===== config.mk =====
export PLATFORM = sky130hd
export DESIGN_NAME = morph_bin_arbiter_flat
export DESIGN_NICKNAME = d
export VERILOG_FILES = /design/src/rtl/morph_bin_arbiter_if.sv /design/src/rtl/morph_bin_arbiter.sv /design/src/flat_wrapper.sv
export SDC_FILE = /design/constraint.sdc
export NUM_CORES = 1
export LEC_CHECK = 0
export CORE_MARGIN = 1
export CORE_UTILIZATION = 35
export CTS_CLUSTER_DIAMETER = 200
export DETAILED_ROUTE_END_ITERATION = 16
export GPL_TIMING_DRIVEN = 0
export MAX_ROUTING_LAYER = met4
export PLACE_DENSITY_LB_ADDON = 0.1
export SETUP_SLACK_MARGIN = 0.15
export SYNTH_ARGS = -nofsm -noshare
export SYNTH_HDL_FRONTEND = slang
export SYNTH_SLANG_ARGS = --single-unit

===== constraint.sdc =====
create_clock -name clk -period 1.95 [get_ports clk]
set_input_delay 0.195 -clock clk [delete_from_list [all_inputs] [get_ports clk]]
set_output_delay 0.195 -clock clk [all_outputs]
set_load 0.05 [all_outputs]

===== src/rtl/morph_bin_arbiter_if.sv =====
// Requester and core-side signal bundle for morph_bin_arbiter.
//   Requester side : req0/1, mode0/1, template0/1, data0/1 in; ack0/1, out_valid0/1, out_data0/1, busy out
//   Core side      : core_in_enable, core_mode, core_template, core_in_data out; core_out_ready, core_out_data in
// The slave modport is the arbiter's view; master is the environment's view (requesters plus core).
interface morph_bin_arbiter_if #(
  parameter int unsigned window_width = 3
);
  localparam int unsigned WIN = window_width * window_width;

  logic           req0;
  logic           req1;
  logic           mode0;
  logic           mode1;
  logic [WIN-1:0] template0;
  logic [WIN-1:0] template1;
  logic [WIN-1:0] data0;
  logic [WIN-1:0] data1;
  logic           ack0;
  logic           ack1;
  logic           out_valid0;
  logic           out_valid1;
  logic           out_data0;
  logic           out_data1;
  logic           busy;
  logic           core_in_enable;
  logic           core_mode;
  logic [WIN-1:0] core_template;
  logic [WIN-1:0] core_in_data;
  logic           core_out_ready;
  logic           core_out_data;

  modport slave (
    input  req0, req1, mode0, mode1, template0, template1, data0, data1,
           core_out_ready, core_out_data,
    output ack0, ack1, out_valid0, out_valid1, out_data0, out_data1, busy,
           core_in_enable, core_mode, core_template, core_in_data
  );

  modport master (
    output req0, req1, mode0, mode1, template0, template1, data0, data1,
           core_out_ready, core_out_data,
    input  ack0, ack1, out_valid0, out_valid1, out_data0, out_data1, busy,
           core_in_enable, core_mode, core_template, core_in_data
  );
endinterface


===== src/rtl/morph_bin_arbiter.sv =====
// Two-requester round-robin front end for a shared binary erosion/dilation core.
// Ports:
//   clk, rst_n : clock, asynchronous active-low reset
//   bus        : morph_bin_arbiter_if.slave
//     requester N : reqN/modeN/templateN/dataN in, ackN (combinational issue strobe),
//                   out_validN/out_dataN (result strobe and bit), busy (windows in flight)
//     core        : core_in_enable (registered), core_mode/core_template/core_in_data
//                   (combinational payload), core_out_ready/core_out_data (core result LSB)
module morph_bin_arbiter #(
  parameter int unsigned window_width = 3,
  parameter int unsigned pipe_stage   = 4
) (
  input logic                clk,
  input logic                rst_n,
  morph_bin_arbiter_if.slave bus
);
  localparam int unsigned WIN = window_width * window_width;

  typedef struct packed {
    logic valid;
    logic chan;
    logic mode;
  } tag_t;

  logic           en_q;
  logic           lp_q;
  logic           mode_q;
  logic [WIN-1:0] template_q;
  logic [WIN-1:0] data_q;
  tag_t           tag_q [pipe_stage];

  logic           grant0_c;
  logic           grant1_c;
  logic           issue_c;
  logic           sel_mode_c;
  logic [WIN-1:0] sel_template_c;
  logic [WIN-1:0] sel_data_c;
  logic           core_mode_c;
  tag_t           last_c;
  logic           res_c;
  logic           busy_c;

  // Round-robin grant: with both pending, the requester that did not win last time goes.
  always_comb begin
    grant0_c       = en_q & bus.req0 & (~bus.req1 | lp_q);
    grant1_c       = en_q & bus.req1 & (~bus.req0 | ~lp_q);
    issue_c        = grant0_c | grant1_c;
    sel_mode_c     = grant1_c ? bus.mode1     : bus.mode0;
    sel_template_c = grant1_c ? bus.template1 : bus.template0;
    sel_data_c     = grant1_c ? bus.data1     : bus.data0;
  end

  // Core payload follows the winner in an issue cycle, otherwise the last issued window.
  always_comb begin
    core_mode_c       = mode_q;
    bus.core_template = template_q;
    bus.core_in_data  = data_q;
    if (issue_c) begin
      core_mode_c       = sel_mode_c;
      bus.core_template = sel_template_c;
      bus.core_in_data  = sel_data_c;
    end
  end

  // Enable, last-grant pointer and held payload.
  always_ff @(posedge clk or negedge rst_n) begin
    if (!rst_n) begin
      en_q       <= 1'b0;
      lp_q       <= 1'b1;
      mode_q     <= 1'b0;
      template_q <= '0;
      data_q     <= '0;
    end else begin
      en_q <= 1'b1;
      if (issue_c) begin
        lp_q       <= grant1_c;
        mode_q     <= sel_mode_c;
        template_q <= sel_template_c;
        data_q     <= sel_data_c;
      end
    end
  end

  // Tag pipeline tracking which requester and mode each core slot belongs to.
  always_ff @(posedge clk or negedge rst_n) begin
    if (!rst_n) begin
      for (int i = 0; i < int'(pipe_stage); i++) tag_q[i] <= '0;
    end else begin
      tag_q[0] <= '{valid: issue_c, chan: grant1_c, mode: sel_mode_c};
      for (int i = 1; i < int'(pipe_stage); i++) tag_q[i] <= tag_q[i-1];
    end
  end

  // The core's final XOR uses the live core_mode; undo it and apply the window's own mode.
  always_comb begin
    last_c = tag_q[pipe_stage-1];
    res_c  = bus.core_out_ready & (bus.core_out_data ^ core_mode_c ^ last_c.mode);
    busy_c = 1'b0;
    for (int i = 0; i < int'(pipe_stage); i++) busy_c = busy_c | tag_q[i].valid;
  end

  assign bus.ack0           = grant0_c;
  assign bus.ack1           = grant1_c;
  assign bus.core_in_enable = en_q;
  assign bus.core_mode      = core_mode_c;
  assign bus.out_valid0     = last_c.valid & ~last_c.chan;
  assign bus.out_valid1     = last_c.valid & last_c.chan;
  assign bus.out_data0      = last_c.valid & ~last_c.chan & res_c;
  assign bus.out_data1      = last_c.valid & last_c.chan & res_c;
  assign bus.busy           = busy_c;
endmodule


===== src/flat_wrapper.sv =====
// flat-port wrapper written by rule: the top's interface ports become plain ports
module morph_bin_arbiter_flat 
#(
  parameter int unsigned window_width = 3,
  parameter int unsigned pipe_stage   = 4
)
  (clk, rst_n, bus_req0, bus_req1, bus_mode0, bus_mode1, bus_template0, bus_template1, bus_data0, bus_data1, bus_core_out_ready, bus_core_out_data, bus_ack0, bus_ack1, bus_out_valid0, bus_out_valid1, bus_out_data0, bus_out_data1, bus_busy, bus_core_in_enable, bus_core_mode, bus_core_template, bus_core_in_data);
  morph_bin_arbiter_if #(.window_width(window_width)) bus_i ();
  input logic clk;
  input logic rst_n;
  input wire logic [$bits(bus_i.req0)-1:0] bus_req0;
  input wire logic [$bits(bus_i.req1)-1:0] bus_req1;
  input wire logic [$bits(bus_i.mode0)-1:0] bus_mode0;
  input wire logic [$bits(bus_i.mode1)-1:0] bus_mode1;
  input wire logic [$bits(bus_i.template0)-1:0] bus_template0;
  input wire logic [$bits(bus_i.template1)-1:0] bus_template1;
  input wire logic [$bits(bus_i.data0)-1:0] bus_data0;
  input wire logic [$bits(bus_i.data1)-1:0] bus_data1;
  input wire logic [$bits(bus_i.core_out_ready)-1:0] bus_core_out_ready;
  input wire logic [$bits(bus_i.core_out_data)-1:0] bus_core_out_data;
  output wire logic [$bits(bus_i.ack0)-1:0] bus_ack0;
  output wire logic [$bits(bus_i.ack1)-1:0] bus_ack1;
  output wire logic [$bits(bus_i.out_valid0)-1:0] bus_out_valid0;
  output wire logic [$bits(bus_i.out_valid1)-1:0] bus_out_valid1;
  output wire logic [$bits(bus_i.out_data0)-1:0] bus_out_data0;
  output wire logic [$bits(bus_i.out_data1)-1:0] bus_out_data1;
  output wire logic [$bits(bus_i.busy)-1:0] bus_busy;
  output wire logic [$bits(bus_i.core_in_enable)-1:0] bus_core_in_enable;
  output wire logic [$bits(bus_i.core_mode)-1:0] bus_core_mode;
  output wire logic [$bits(bus_i.core_template)-1:0] bus_core_template;
  output wire logic [$bits(bus_i.core_in_data)-1:0] bus_core_in_data;
  assign bus_i.req0 = bus_req0;
  assign bus_i.req1 = bus_req1;
  assign bus_i.mode0 = bus_mode0;
  assign bus_i.mode1 = bus_mode1;
  assign bus_i.template0 = bus_template0;
  assign bus_i.template1 = bus_template1;
  assign bus_i.data0 = bus_data0;
  assign bus_i.data1 = bus_data1;
  assign bus_i.core_out_ready = bus_core_out_ready;
  assign bus_i.core_out_data = bus_core_out_data;
  assign bus_ack0 = bus_i.ack0;
  assign bus_ack1 = bus_i.ack1;
  assign bus_out_valid0 = bus_i.out_valid0;
  assign bus_out_valid1 = bus_i.out_valid1;
  assign bus_out_data0 = bus_i.out_data0;
  assign bus_out_data1 = bus_i.out_data1;
  assign bus_busy = bus_i.busy;
  assign bus_core_in_enable = bus_i.core_in_enable;
  assign bus_core_mode = bus_i.core_mode;
  assign bus_core_template = bus_i.core_template;
  assign bus_core_in_data = bus_i.core_in_data;
  morph_bin_arbiter #(.window_width(window_width), .pipe_stage(pipe_stage)) u_core (.clk(clk), .rst_n(rst_n), .bus(bus_i));
endmodule

==> metrics.txt <==
vias in the first global route=1265; Comb power frac=0.376; detailed router's first-iteration violation count=12; Hold Path Stages=0; crit start category=flip-flop; Max Clk Rate=0.4751 GHz; Vias/cell=4.655; share of cells above drive strength 1=0.3286; Die Wd=roughly 65 um; met2 GRT Util=0.2969; initial antenna violation count=0; final setup margin=-154.8 ps; Worst Clk Skew=3.962 ps; syn_area_per_cell=11.33 um^2; hold slack=351.7 ps; kind of critical path=flip-flop to output port; Post-synth EDFFs=0; final cell count without fillers=258; All-Layer GR Usage=0.1832; Core Box Area=between 0.003 and 0.004 mm^2; Clock Latency Late Sink=280 ps; register area share after synthesis=0.5934; Placed Cells=241; Worst-Margin Slew=701.4 ps; Tmin final=2105 ps; # DRC=0; R2R cell count=6; clock transition at the registers of the reported paths=60 ps; Setup crit end kind=output port; grt ovf=0; grt met1 use=0.2123; clk root buf=clkbuf_8; crit path cell chain=nand2b_4 > mux2i_4 > a221oi_4 > buf_6 > mux2i_4 > buf_6; Rel. slew slack=0.5324; antenna fix cells=0; P_leak=between 1 and 1.5 nW; max-cap violations=0; CTS tree=done; clock power share=0.236; crit path DAT=1910 ps; # rows=22; io pins=71; post-DP HPWL=about 2.3 mm; pwr dens=802.6 mW/mm^2; commonest non-fill, non-tap cells in the layout=clkdlybuf4s50_1, dfrtp_1, buf_6, nand2_1, mux2i_1; grt met3 use=0.05208; first-pass GRT wire length=5.575 mm; Synth cell types=28; failing checks=negative setup slack; Die Y=65.11 um; fin crit share=1.079; Post-DRT Antenna Nets=0; P&R area growth vs syn=83.03%; Internal Power=~0.0013 W; sw power=0.0007034 W; Slew Viols, Final=0; Synthesized Nets=167; slowest stage delay, CP=between 500 and 600 ps; sum of routed wire length over all layers=3.361 mm; Vias=1201; CTS Buf Count=5; largest net degree at the start of global routing=34; initial core utilization=0.3723; DIE AREA=0.004239 mm^2; final setup violation count=13; GR peak layer=met2; Post-Syn Instances=about 120; crit-path max FO=4; Tot Pwr=0.002048 W; ys async rst share=1.000; share of power burned in registers=0.388; Seq cells post-synth=33; average routed wire per standard cell=13.03 um; GPL Wtd Cong=0.6926; ys flop type=dfrtp_1; CP max-delay cell=dfstp_2; commonest non-fill, non-tap cell in the layout=clkdlybuf4s50_1; CP required=about 1800 ps; Hold Crit Class=flip-flop to flip-flop; final core occ=0.6815; final hold violation count=0; Clock Tree Buf Depth=2; Clock Sinks=33; RSZ-0062 raised after global routing=true; Yosys warning total=0; # nets final=253; drt pass-1 iters=4; VDD IR-drop max=0.5358 mV; Switching Share=0.3435; outcome=finished with violations; htree depth=2; IO Port Bufs=70; Post-Synthesis Cell Area=roughly 0.0014 mm^2
[synthesized netlist by cell type (2+ instances only)]
cell	instances	area, um^2
nor2_1	2	7.510
nand4_1	2	12.51
mux2i_1	21	210.2
buf_4	2	15.01
dfrtp_1	32	800.8
buf_2	2	10.01
nand2_1	22	82.58
inv_1	3	11.26
o21ai_0	18	90.09
[worst max-delay path: cells and delay by family, from the launching register on]
family                 cells  cell delay (ps)
AND/OR/NAND/NOR            1              140
flip-flops                 1              550
multiplexers               2              300
AO/OA/AOI/OAI              1              290
buffers and inverters      2              350
[final timing paths]
check | startpoint | end | slack (ps)
setup / recovery | u_core.lp_q$_DFFE_PN1N_ | bus_out_data1 | -150
hold / removal | u_core.tag_q[4]$_DFF_PN0_ | u_core.last_c[1]$_DFF_PN0_ | 350
setup reg to reg | u_core.bus.core_in_enable$_DFF_PN0_ | u_core.tag_q[9]$_DFF_PN0_ | 310
hold reg to reg | u_core.tag_q[4]$_DFF_PN0_ | u_core.last_c[1]$_DFF_PN0_ | 350
max in group asynchronous | rst_n | u_core.bus.core_in_enable$_DFF_PN0_ | 960
min in group asynchronous | rst_n | u_core.template_q[4]$_DFF_PN0_ | 490
[metrics by stage]
step,setup TNS (ps),cell area (um^2),setup WS [ps]
after floorplan,-8421,1510,-341.8
after global placement,-35700,2271,-1377
after detailed placement,-37950,2266,-1416
after CTS,-706.7,2535,-149.7
after global routing,-2239,2551,-222.7
final,-783.4,2551,-154.8
[state kept, by name (all words and copies together), names as in the netlist]
name / cells
u_core.data_q: 9
u_core.tag_q: 9
u_core.template_q: 9
u_core.last_c: 3
u_core.bus.core_in_enable: 1
u_core.lp_q: 1
u_core.mode_q: 1
[per-layer routing]
layer / up-vias / share of wire
li1: 593 / -
met1: 549 / 0.42
met2: 52 / 0.49
met3: 7 / 0.074
met4: 0 / 0.017
met5: - / 0
[timing repair]
item,CTS,global route
buffers inserted,6,1
setup endpoints to repair,45,22
pin swaps,3,0
hold buffers,1,0
hold endpoints to repair,32,0
cloned,1,0
resized for setup,176,4
[final cells by class]
class | instances | area (um^2)
Clock buffer | 6 | 72.57
Sequential cell | 33 | 828.3
Tap cell | 48 | 60.06
Timing Repair Buffer | 79 | 809.5
Multi-Input combinational cell | 81 | 701.9
Buffer | 6 | 57.56
Fill cell | 295 | 1192
Inverter | 3 | 11.26
Clock inverter | 2 | 10.01
[logic make-up (layout without fill, tap and decap cells)]
logic type / Yosys count / after routing / synth area share
simple gates: 32 / 32 / 0.1032
flops: 33 / 33 / 0.5934
other cells: 1 / 1 / 0.002690
mux: 22 / 22 / 0.1589
buf+inv: 9 / 96 / 0.03231
compound gates: 24 / 24 / 0.09695
xor+xnor: 2 / 2 / 0.01257
[power groups by stage]
stage,combinational [W],sequential [W],clock [W]
global route,0.000811,0.000803,0.000527
floorplan,0.000422,0.000803,0
detailed placement,0.000679,0.000805,0
finish,0.000770,0.000794,0.000483
CTS,0.000762,0.000794,0.000491
global placement,0.000672,0.000803,0
No activity file was read; power rests on OpenSTA's default activity.
